## src/rtl/gpu_pkg.sv

```systemverilog
`default_nettype none
// +----------------------------------------------------------------------+
// | gpu_pkg                                                              |
// | Shared core-scheduler and LSU state encodings, default PC width.     |
// | Revision: 1.0                                                        |
// +----------------------------------------------------------------------+
package gpu_pkg;

  localparam int PC_W_DEFAULT = 8;

  typedef enum logic [2:0] {
    IDLE    = 3'd0,
    FETCH   = 3'd1,
    DECODE  = 3'd2,
    REQUEST = 3'd3,
    WAIT    = 3'd4,
    EXECUTE = 3'd5,
    UPDATE  = 3'd6,
    DONE    = 3'd7
  } core_state_t;

  typedef enum logic [1:0] {
    L_IDLE       = 2'd0,
    L_REQUESTING = 2'd1,
    L_WAITING    = 2'd2,
    L_DONE       = 2'd3
  } lsu_state_t;

endpackage
`default_nettype wire

```

## src/rtl/lsu_busy_reduce.sv

```systemverilog
`default_nettype none
// +----------------------------------------------------------------------+
// | lsu_busy_reduce                                                      |
// | High while any active lane's LSU is still requesting or waiting.     |
// | Revision: 1.0                                                        |
// +----------------------------------------------------------------------+
module lsu_busy_reduce
  import gpu_pkg::*;
#(
  parameter int THREADS_PER_BLOCK = 4
) (
  input  logic [THREADS_PER_BLOCK-1:0][1:0]     lsu_state,
  input  logic [$clog2(THREADS_PER_BLOCK):0]    active_count,
  output logic                                  busy
);

  localparam int c_cnt_w = $clog2(THREADS_PER_BLOCK) + 1;

  logic [THREADS_PER_BLOCK-1:0] w_lane_busy;

  for (genvar i = 0; i < THREADS_PER_BLOCK; i++) begin : g_lane
    assign w_lane_busy[i] = (c_cnt_w'(i) < active_count) &&
                            ((lsu_state[i] == L_REQUESTING) || (lsu_state[i] == L_WAITING));
  end

  assign busy = |w_lane_busy;

endmodule
`default_nettype wire

```

## src/rtl/core_scheduler.sv

```systemverilog
`default_nettype none
// +----------------------------------------------------------------------+
// | core_scheduler                                                       |
// | Per-core lock-step control FSM sequencing one block's threads.       |
// | Revision: 1.0                                                        |
// +----------------------------------------------------------------------+
module core_scheduler
  import gpu_pkg::*;
#(
  parameter int THREADS_PER_BLOCK = 4,
  parameter int PC_W              = PC_W_DEFAULT
) (
  input  logic                                  clk,
  input  logic                                  reset,
  input  logic                                  start,
  input  logic [$clog2(THREADS_PER_BLOCK):0]    thread_count,
  input  logic                                  fetch_done,
  input  logic                                  decoded_mem_read,
  input  logic                                  decoded_mem_write,
  input  logic                                  decoded_ret,
  input  logic [THREADS_PER_BLOCK-1:0][1:0]     lsu_state,
  input  logic [THREADS_PER_BLOCK-1:0][PC_W-1:0] next_pc,
  output logic [2:0]                            core_state,
  output logic [PC_W-1:0]                       current_pc,
  output logic                                  done
);

  localparam int c_cnt_w = $clog2(THREADS_PER_BLOCK) + 1;
  localparam int c_idx_w = (THREADS_PER_BLOCK > 1) ? $clog2(THREADS_PER_BLOCK) : 1;

  core_state_t        r_state, w_state_nxt;
  logic [PC_W-1:0]    r_pc, w_pc_nxt;
  logic               r_done, w_done_nxt;
  logic [c_cnt_w-1:0] w_eff_count;
  logic [c_idx_w-1:0] w_last_lane;
  logic               w_busy;
  logic               w_unused;

  // Memory-op flags only shape the LSU behaviour; WAIT looks at lane state alone.
  assign w_unused = decoded_mem_read ^ decoded_mem_write;

  assign w_eff_count = (thread_count > c_cnt_w'(THREADS_PER_BLOCK)) ?
                       c_cnt_w'(THREADS_PER_BLOCK) : thread_count;
  assign w_last_lane = (w_eff_count == '0) ? '0 : c_idx_w'(w_eff_count - c_cnt_w'(1));

  lsu_busy_reduce #(
    .THREADS_PER_BLOCK (THREADS_PER_BLOCK)
  ) u_busy (
    .lsu_state    (lsu_state),
    .active_count (w_eff_count),
    .busy         (w_busy)
  );

  always_ff @(posedge clk) begin
    if (reset) begin
      r_state <= IDLE;
      r_pc    <= '0;
      r_done  <= 1'b0;
    end else begin
      r_state <= w_state_nxt;
      r_pc    <= w_pc_nxt;
      r_done  <= w_done_nxt;
    end
  end

  always_comb begin
    w_state_nxt = r_state;
    w_pc_nxt    = r_pc;
    w_done_nxt  = r_done;
    case (r_state)
      IDLE: begin
        if (start) begin
          if (w_eff_count == '0) begin
            w_state_nxt = DONE;
            w_done_nxt  = 1'b1;
          end else begin
            w_state_nxt = FETCH;
          end
        end
      end
      FETCH:   if (fetch_done) w_state_nxt = DECODE;
      DECODE:  w_state_nxt = REQUEST;
      REQUEST: w_state_nxt = WAIT;
      WAIT:    if (!w_busy) w_state_nxt = EXECUTE;
      EXECUTE: w_state_nxt = UPDATE;
      UPDATE: begin
        if (decoded_ret) begin
          w_state_nxt = DONE;
          w_done_nxt  = 1'b1;
        end else begin
          // Lanes are assumed convergent; the last active lane's PC stands for all.
          w_pc_nxt    = next_pc[w_last_lane];
          w_state_nxt = FETCH;
        end
      end
      DONE:    w_state_nxt = DONE;
      default: w_state_nxt = IDLE;
    endcase
  end

  assign core_state = r_state;
  assign current_pc = r_pc;
  assign done       = r_done;

endmodule
`default_nettype wire

```

## config.mk

```make
export PLATFORM = sky130hd
export DESIGN_NAME = core_scheduler
export DESIGN_NICKNAME = d
export VERILOG_FILES = /design/src/rtl/gpu_pkg.sv /design/src/rtl/lsu_busy_reduce.sv /design/src/rtl/core_scheduler.sv
export SDC_FILE = /design/constraint.sdc
export NUM_CORES = 1
export LEC_CHECK = 0
export CORE_UTILIZATION = 30
export CTS_CLUSTER_DIAMETER = 30
export CTS_CLUSTER_SIZE = 8
export DETAILED_ROUTE_END_ITERATION = 12
export PLACE_DENSITY = 0.78
export SLEW_MARGIN = 20
export SYNTH_ARGS = -nofsm -noshare
export SYNTH_HDL_FRONTEND = slang
export SYNTH_SLANG_ARGS = --single-unit
```

## constraint.sdc

```tcl
create_clock -name clk -period 1.79 [get_ports clk]
set_input_delay 0.4475 -clock clk [delete_from_list [all_inputs] [get_ports clk]]
set_output_delay 0.4475 -clock clk [all_outputs]
set_load 0.02 [all_outputs]
```

Yosys cells after proc, flatten, opt, wreduce, memory -nomap -nowiden
Cells that the tools add are included.

Reduce and logical (&&, ||, !) cells: 15. Magnitude comparators: 6. Add/subtract/negate cells: 1. Bitwise gates (word level): 1. Mux-type cells: 14. Equality and inequality tests: 20.

Operator list (count): $pmux 3 s8 (1); $mux 3 (6); $bmux 8 s2 (1); $eq 3x3->1 const B (4); $ne 2x2->1 const B (5); $eq 2x1->1 const B (4); $eq 2x2->1 const B (4); $mux 8 (1); $eq 3x2->1 const B (2); $logic_not 3->1 (2); $lt 1x3->1 const A (2); $lt 2x3->1 const A (2); $logic_and 1x1->1 (4); $logic_or 1x1->1 (4); $reduce_and 4->1 (1); $reduce_or 4->1 (1); $eq 3x1->1 const B (1); $gt 3x3->1 const B (1); $lt 2x3->1 const B (1); $mux 1 (3); $reduce_and 3->1 (1); $mux 2 (1); $pmux 1 s2 (1); $reduce_and 2->1 (1); other kinds (3) (3).

Bits of input ports: 50. Logic and storage cells: 60. Register bits after elaboration: 12.

Logic depth before layout (Yosys ltp)
Gate-level depths: netlist of run 1.

Word-level depth: 7. Gate-level depth with buffers: 6. Depth with buffers taken out: 4.

Modules after synthesis
Synthesis of run 1 repeated with hierarchy kept, for this count alone.

Cell total of the unflattened synthesis: 122. Area total of the unflattened synthesis: 940.9 um2.

By module, submodules not included: core_scheduler (instances 1, area each 867.1 um2, cells each 112); lsu_busy_reduce (instances 1, area each 73.8 um2, cells each 10).

Worst setup path before layout of run 1
OpenSTA, ideal clock, no wires.

Kind: in2reg. Start point: input port thread_count[1]. End point: register r_done, in the netlist done. Arrival: 1.713 ns. Stages on the path: 5. Setup time: 0.065 ns. Path buffers: 1. Slack: 0.012 ns. Cell sequence: buf_2 > or3_4 > or4b_4 > o21a_1 > nor2_1.

Cells in the longest elaborated chain, start to end: 5.

RTL lines: start: declaration (line core_scheduler.sv:16) `input logic [$clog2(THREADS_PER_BLOCK):0] thread_count,`; $gt 3x3->1 (line core_scheduler.sv:42) `assign w_eff_count = (thread_count > c_cnt_w'(THREADS_PER_BLOCK)) ?`; $mux 3 (*) (line core_scheduler.sv:42); $logic_not 3->1 (*) (line core_scheduler.sv:73) `if (w_eff_count == '0) begin`; $ne 2x2->1 (no source line) (*); $reduce_and 4->1 (no source line) (*); end signal: assignment (line core_scheduler.sv:62) `r_done <= w_done_nxt;`; end: declaration (line core_scheduler.sv:33) `logic r_done, w_done_nxt;`.

Mark *: on every way between the ends. The rest lies on a longest branch, timed or not. A chain may end at the register's enable or synchronous reset.

Final worst setup path of run 1
Start point: register r_pc[1], in the netlist current_pc[1]. End point: output port current_pc[1].

RTL lines: start: declaration (line core_scheduler.sv:32) `logic [PC_W-1:0] r_pc, w_pc_nxt;`; start signal: assignment (line core_scheduler.sv:61) `r_pc <= w_pc_nxt;`; end: declaration (line core_scheduler.sv:24) `output logic [PC_W-1:0] current_pc,`.

No word-level cell between the ends.

==> impl_metrics.py, run 1 <==
metrics = {
    "power_and_ir_drop": {
        "p_leak_nw": 0.561,
        "swShare": 0.275,
        "ir_drop_mv": 0.398,
        "powerDensity_mw_per_mm2": 532,
        "power_frac_comb": 0.343,
        "p_clk_frac": 0.277,
        "fin_total_pwr_mw": 0.788,
        "p_sw_mw": 0.217,
        "p_int_mw": 0.571,
        "seqPwrFrac": 0.380,
    },
    "yosys": {
        "yosysWarningCount": 0,
        "synth-main-ff-cell": "dfxtp_1",
        "synth_fp_nets": 152,
        "post-synth-top-area-fraction": 0.301,
        "synth_edf_count": 0,
        "synth_cell_type_count": 26,
        "ys_seq_area_frac": 0.301,
        "synth_top_cell_by_area": "dfxtp_1",
        "syn_area_um2": 798,
        "async_reset_ff_frac": 0,
        "synth_cells": 102,
        "ys_ff_latch": 12,
        "ys_top_cells_by_area": "dfxtp_1 (30%), a211oi_1 (15%), mux2i_1 (10%)",
        "synth_area_per_cell_um2": 7.83,
    },
    "sta": {
        "period_share": 0.945,
        "fmax_mhz": 591,
        "fin_skew_ps": 8.15,
        "finalWorstSetupSlack_ps": 98.7,
        "worst-slew-pin-transition_ps": 293,
        "min_period_ps": 1690,
        "slew-limit-headroom": 0.804,
        "finalSetupViolations": 0,
        "rsz0062_at_grt": "false",
        "slew_violations": 0,
        "hold_viol_final": 0,
        "tns_ps": 0,
    },
    "clock_tree": {
        "numCtsBuffers": 3,
        "cts_tree": "done",
        "postCtsSetupRepairBufs": 0,
        "clk_pin_slew_worst_paths_ps": 80,
        "clockBufferDepth": 2,
        "h-tree-depth": 1,
        "clock-root-buffer": "clkbuf_4",
        "clock_latency_ps": 280,
        "clock_sinks": 12,
    },
    "critical_path": {
        "crit_family": "buffers and inverters",
        "cp_num_buf_inv": 1,
        "critPathMaxStageDelay_ps": 610,
        "criticalPathCategory": "flip-flop to output pin",
        "cp_max_fo": 2,
        "cpMaxStageDelayCell": "clkdlybuf4s50_1",
        "crit_chain": "clkdlybuf4s50_1",
        "startpoint_type": "flip-flop",
        "worstSetupEndpointType": "output pin",
        "critPathRequiredTime_ps": 1340,
        "worstPathArrival_ps": 1240,
    },
    "grt": {
        "grt_antenna_before_repair": 0,
        "grt_pass1_vias": 778,
        "grt_use_total": 0.159,
        "grt_pass1_wl_um": 3310,
        "grt_max_degree": 20,
        "gr-total-overflow": 0,
    },
    "routing": {
        "drt_iter0_drc": 19,
        "drt_first_pass_iters": 4,
        "drcViolationCount": 0,
        "avgRoutedWirePerCell_um": 11.6,
        "vias_per_cell": 4.99,
        "vias": 973,
        "ant_nets": 0,
        "drt_wl_total_um": 2260,
    },
    "floorplan": {
        "die_w_um": 53.6,
        "die_y_um": 53.6,
        "die_area_mm2": 0.00287,
        "start_util": 0.319,
        "num_rows": 18,
        "core_area_mm2": 0.00250,
        "ios": 62,
    },
    "finish": {
        "area_growth_pct": 85.4,
        "stdcell_count": 195,
        "final_util": 0.592,
        "fillers": 239,
        "seq_area_um2": 240,
        "antenna_cells": 0,
        "layout-drive-gt1-share": 0.0848,
        "mostFrequentLayoutCell": "clkdlybuf4s50_1",
        "multi_input_area_um2": 514,
        "nets": 216,
        "layout_common_cells": "clkdlybuf4s50_1 (54), nor2_1 (20), a211oi_1 (16)",
    },
    "placement": {
        "routabilityCongestion": 0.739,
        "place_ws_ps": -356,
        "portBuffers": 59,
        "dp.cells": 191,
        "hpwl_um": 1900,
    },
    "job": {
        "maxCapViolCount": 0,
    },
    "outcome": {
        "status": "finished clean",
    },
    "min_path": {
        "hold_class": "flip-flop to flip-flop",
    },
}
## cell usage after synthesis (2+ instances only)
master     n
mux2i_1    8
nor2_1    20
nor3_1    10
nand2_1    2
nand2b_1   4
a211oi_1  16
dfxtp_1   12
a31oi_1    2
a21oi_1    4
xnor2_1    2
buf_2      2
xor2_1     2
clkbuf_1   5
## sequential cells by signal, indices dropped and copies added (netlist names)
register    flops
done            1
core_state      3
current_pc      8
## per-layer routing
layer / vias up / track usage / share of wire
met5: - / 0 / 0
met4: 0 / 0.0789 / 0.019
met3: 4 / 0.0141 / 0.065
met2: 43 / 0.271 / 0.50
met1: 427 / 0.199 / 0.42
li1: 499 / - / -
## metrics by stage
| stage | hold slack (ps) | area [µm²] |
|---|---|---|
| 4_1_cts | 495 | 1480 |
| 6_report | 493 | 1480 |
| 3_3_place_gp | 483 | 1450 |
| 5_1_grt | 506 | 1480 |
| 3_5_place_dp | 481 | 1450 |
| 2_1_floorplan | 527 | 798 |
## worst paths after layout
check	startpoint	endpoint	slack, ps	depth (start not counted)
max	current_pc[1]	current_pc[1]	100	1
min	current_pc[4]	current_pc[4]	490	2
max reg2reg	core_state[1]	current_pc[2]	380	4
min reg2reg	current_pc[4]	current_pc[4]	490	2
## cell families after synthesis
group,after synthesis,share of synthesized area
AOI/OAI and AO/OA,28,0.246
muxes,8,0.100
xor gates and xnor gates,4,0.0439
DFF,12,0.301
and+or+nand+nor,41,0.254
buffers and inverters,9,0.0549
## power by group through the flow
stage	clock, mW	combinational, mW	sequential (mW)
final	0.218	0.270	0.300
after detailed placement	0	0.278	0.306
after global placement	0	0.274	0.306
after floorplan	0	0.106	0.319
after global routing	0.232	0.295	0.303
after CTS	0.223	0.271	0.300
## area by class of cell
| class | instances | area share |
|---|---|---|
| repair buffers | 67 | 0.438 |
| well taps | 30 | 0.0254 |
| inverters | 1 | 0.00254 |
| clock buffers | 4 | 0.0245 |
| multi-input cells | 81 | 0.347 |
| flip-flops and latches | 12 | 0.162 |
## what timing repair did
action | 4_1_cts | 5_1_grt
gates cloned | 0 | 0
endpoints found under the setup margin | 3 | 1
pin swaps | 1 | 4
gates resized for setup | 4 | 1
hold buffers | 0 | 0
Power figures use the tool's default switching activity.
==> run 2: changes to the inputs <==
--- a/config.mk
+++ b/config.mk
@@ -14,3 +14,4 @@
 export SYNTH_ARGS = -nofsm -noshare
 export SYNTH_HDL_FRONTEND = slang
 export SYNTH_SLANG_ARGS = --single-unit
+export TNS_END_PERCENT = 100
==> results of run 2 <==
Same layout as run 1: the final DEF is identical, and so are final timing and power.
==> run 3: changes to the inputs <==
--- a/config.mk
+++ b/config.mk
@@ -5,11 +5,13 @@
 export SDC_FILE = /design/constraint.sdc
 export NUM_CORES = 1
 export LEC_CHECK = 0
-export CORE_UTILIZATION = 30
+export CELL_PAD_IN_SITES_DETAIL_PLACEMENT = 2
+export CELL_PAD_IN_SITES_GLOBAL_PLACEMENT = 2
+export CORE_UTILIZATION = 14
 export CTS_CLUSTER_DIAMETER = 30
 export CTS_CLUSTER_SIZE = 8
 export DETAILED_ROUTE_END_ITERATION = 12
-export PLACE_DENSITY = 0.78
+export PLACE_DENSITY = 0.75
 export SLEW_MARGIN = 20
 export SYNTH_ARGS = -nofsm -noshare
 export SYNTH_HDL_FRONTEND = slang
==> run 3 against run 2 <==
First-iteration DRC count increased by 150%. Wire length rose by 31%. Critical path depth rose by 4. Clock power grew 38%. Power is 13% higher. Utilization down 31 points. Critical endpoint is now done. Largest cell class unchanged.
==> impl_metrics.py, run 3 (synthesized netlist as in run 1, its figures left out) <==
metrics = {
    "critical_path": {
        "cp_num_buf_inv": 1,
        "cp_max_fo": 2,
        "criticalPathCategory": "primary input to flip-flop",
        "crit_chain": "dlygate4sd2_1 > or3_4 > or4b_4 > o21a_1 > nor2_1",
        "critPathMaxStageDelay_ps": 560,
        "worstSetupEndpointType": "flip-flop",
        "worstPathArrival_ps": 1900,
        "startpoint_type": "primary input",
        "crit_family": "simple AND/OR/NAND/NOR gates",
        "cpMaxStageDelayCell": "or4b_4",
        "cp.depth": 5,
        "r2r_setup_slack_ps": 340,
        "critPathRequiredTime_ps": 1980,
        "rr_worst_depth": 5,
    },
    "clock_tree": {
        "postCtsSetupRepairBufs": 0,
        "h-tree-depth": 1,
        "clk_pin_slew_worst_paths_ps": 60,
        "clock-root-buffer": "clkbuf_8",
        "clockBufferDepth": 2,
        "cts_tree": "done",
        "clock_latency_ps": 250,
        "clock_sinks": 12,
        "numCtsBuffers": 3,
    },
    "floorplan": {
        "die_area_mm2": 0.00601,
        "start_util": 0.145,
        "die_y_um": 77.5,
        "num_rows": 27,
        "core_area_mm2": 0.00551,
        "ios": 62,
        "die_w_um": 77.5,
    },
    "routing": {
        "drt_first_pass_iters": 2,
        "drcViolationCount": 0,
        "ant_nets": 0,
        "vias": 995,
        "drt_wl_total_um": 2960,
        "drt_iter0_drc": 47,
        "avgRoutedWirePerCell_um": 12.4,
        "vias_per_cell": 4.18,
    },
    "sta": {
        "period_share": 0.956,
        "rsz0062_at_grt": "false",
        "min_period_ps": 1710,
        "fmax_mhz": 584,
        "holdWs_ps": 493,
        "finalWorstSetupSlack_ps": 78.4,
        "tns_ps": 0,
        "hold_viol_final": 0,
        "finalSetupViolations": 0,
        "slew-limit-headroom": 0.785,
        "worst-slew-pin-transition_ps": 323,
        "slew_violations": 0,
        "fin_skew_ps": 5.69,
    },
    "power_and_ir_drop": {
        "ir_drop_mv": 0.235,
        "fin_total_pwr_mw": 0.887,
        "p_sw_mw": 0.237,
        "p_leak_nw": 0.563,
        "p_int_mw": 0.650,
        "powerDensity_mw_per_mm2": 570,
        "swShare": 0.267,
        "power_frac_comb": 0.329,
        "p_clk_frac": 0.340,
        "seqPwrFrac": 0.332,
    },
    "job": {
        "maxCapViolCount": 0,
    },
    "placement": {
        "portBuffers": 59,
        "place_ws_ps": -341,
        "hpwl_um": 2500,
        "dp.cells": 234,
        "routabilityCongestion": 0.720,
        "placed_area_mm2": 0.00151,
    },
    "grt": {
        "grt_pass1_vias": 1076,
        "grt_use_total": 0.107,
        "grt_max_degree": 20,
        "gr-total-overflow": 0,
        "grt_antenna_before_repair": 0,
        "grt_pass1_wl_um": 5020,
    },
    "finish": {
        "layout-drive-gt1-share": 0.0904,
        "area_growth_pct": 95.0,
        "nets": 217,
        "layout_common_cells": "clkdlybuf4s50_1 (55), nor2_1 (20), a211oi_1 (16)",
        "antenna_cells": 0,
        "fin_area_mm2": 0.00156,
        "mostFrequentLayoutCell": "clkdlybuf4s50_1",
        "stdcell_count": 238,
        "largest_register_ffs": 8,
        "final_util": 0.283,
    },
    "min_path": {
        "hold_path_depth": 2,
        "hold_class": "flip-flop to flip-flop",
    },
    "outcome": {
        "status": "finished clean",
    },
}
==> run 3: worst register-to-register path: stages, from the launching register on <==
cell and delay [ps]:
dfxtp_1 320, buf_4 160, nor2b_1 210, nand2b_1 230
a211oi_1 320, nor3_1 90
==> run 3: cell type report <==
class / instances / area (µm²)
Fill cell: 652 / 3950
Timing Repair Buffer: 68 / 653
Multi-Input combinational cell: 81 / 514
Sequential cell: 12 / 240
Tap cell: 72 / 90.1
Clock buffer: 4 / 55.1
Inverter: 1 / 3.75
==> run 3: worst paths after layout <==
| kind | to | startpoint |
|---|---|---|
| worst max register to register | current_pc[1] | core_state[2] |
| worst max-delay path | done | thread_count[1] |
| worst min register to register | current_pc[5] | current_pc[5] |
| worst min-delay path | current_pc[5] | current_pc[5] |
==> run 3: power groups by stage <==
stage	clock network, mW	logic [mW]	registers [mW]
6_report	0.301	0.292	0.294
5_1_grt	0.322	0.322	0.296
4_1_cts	0.308	0.296	0.294
3_5_place_dp	0	0.299	0.300
3_3_place_gp	0	0.296	0.300
2_1_floorplan	0	0.106	0.319
==> run 3: routing by layer <==
layer  track usage  vias to the layer above  part of all wire
li1              -                      499                 -
met1         0.126                      453              0.43
met2         0.181                       36              0.48
met3        0.0294                        7             0.066
met4        0.0509                        0             0.022
met5             0                        -                 0
==> run 3: repair_timing <==
| action | in CTS | in global routing |
|---|---|---|
| hold buffers | 0 | 0 |
| resized for setup | 4 | 0 |
| setup endpoints to repair | 2 | 0 |
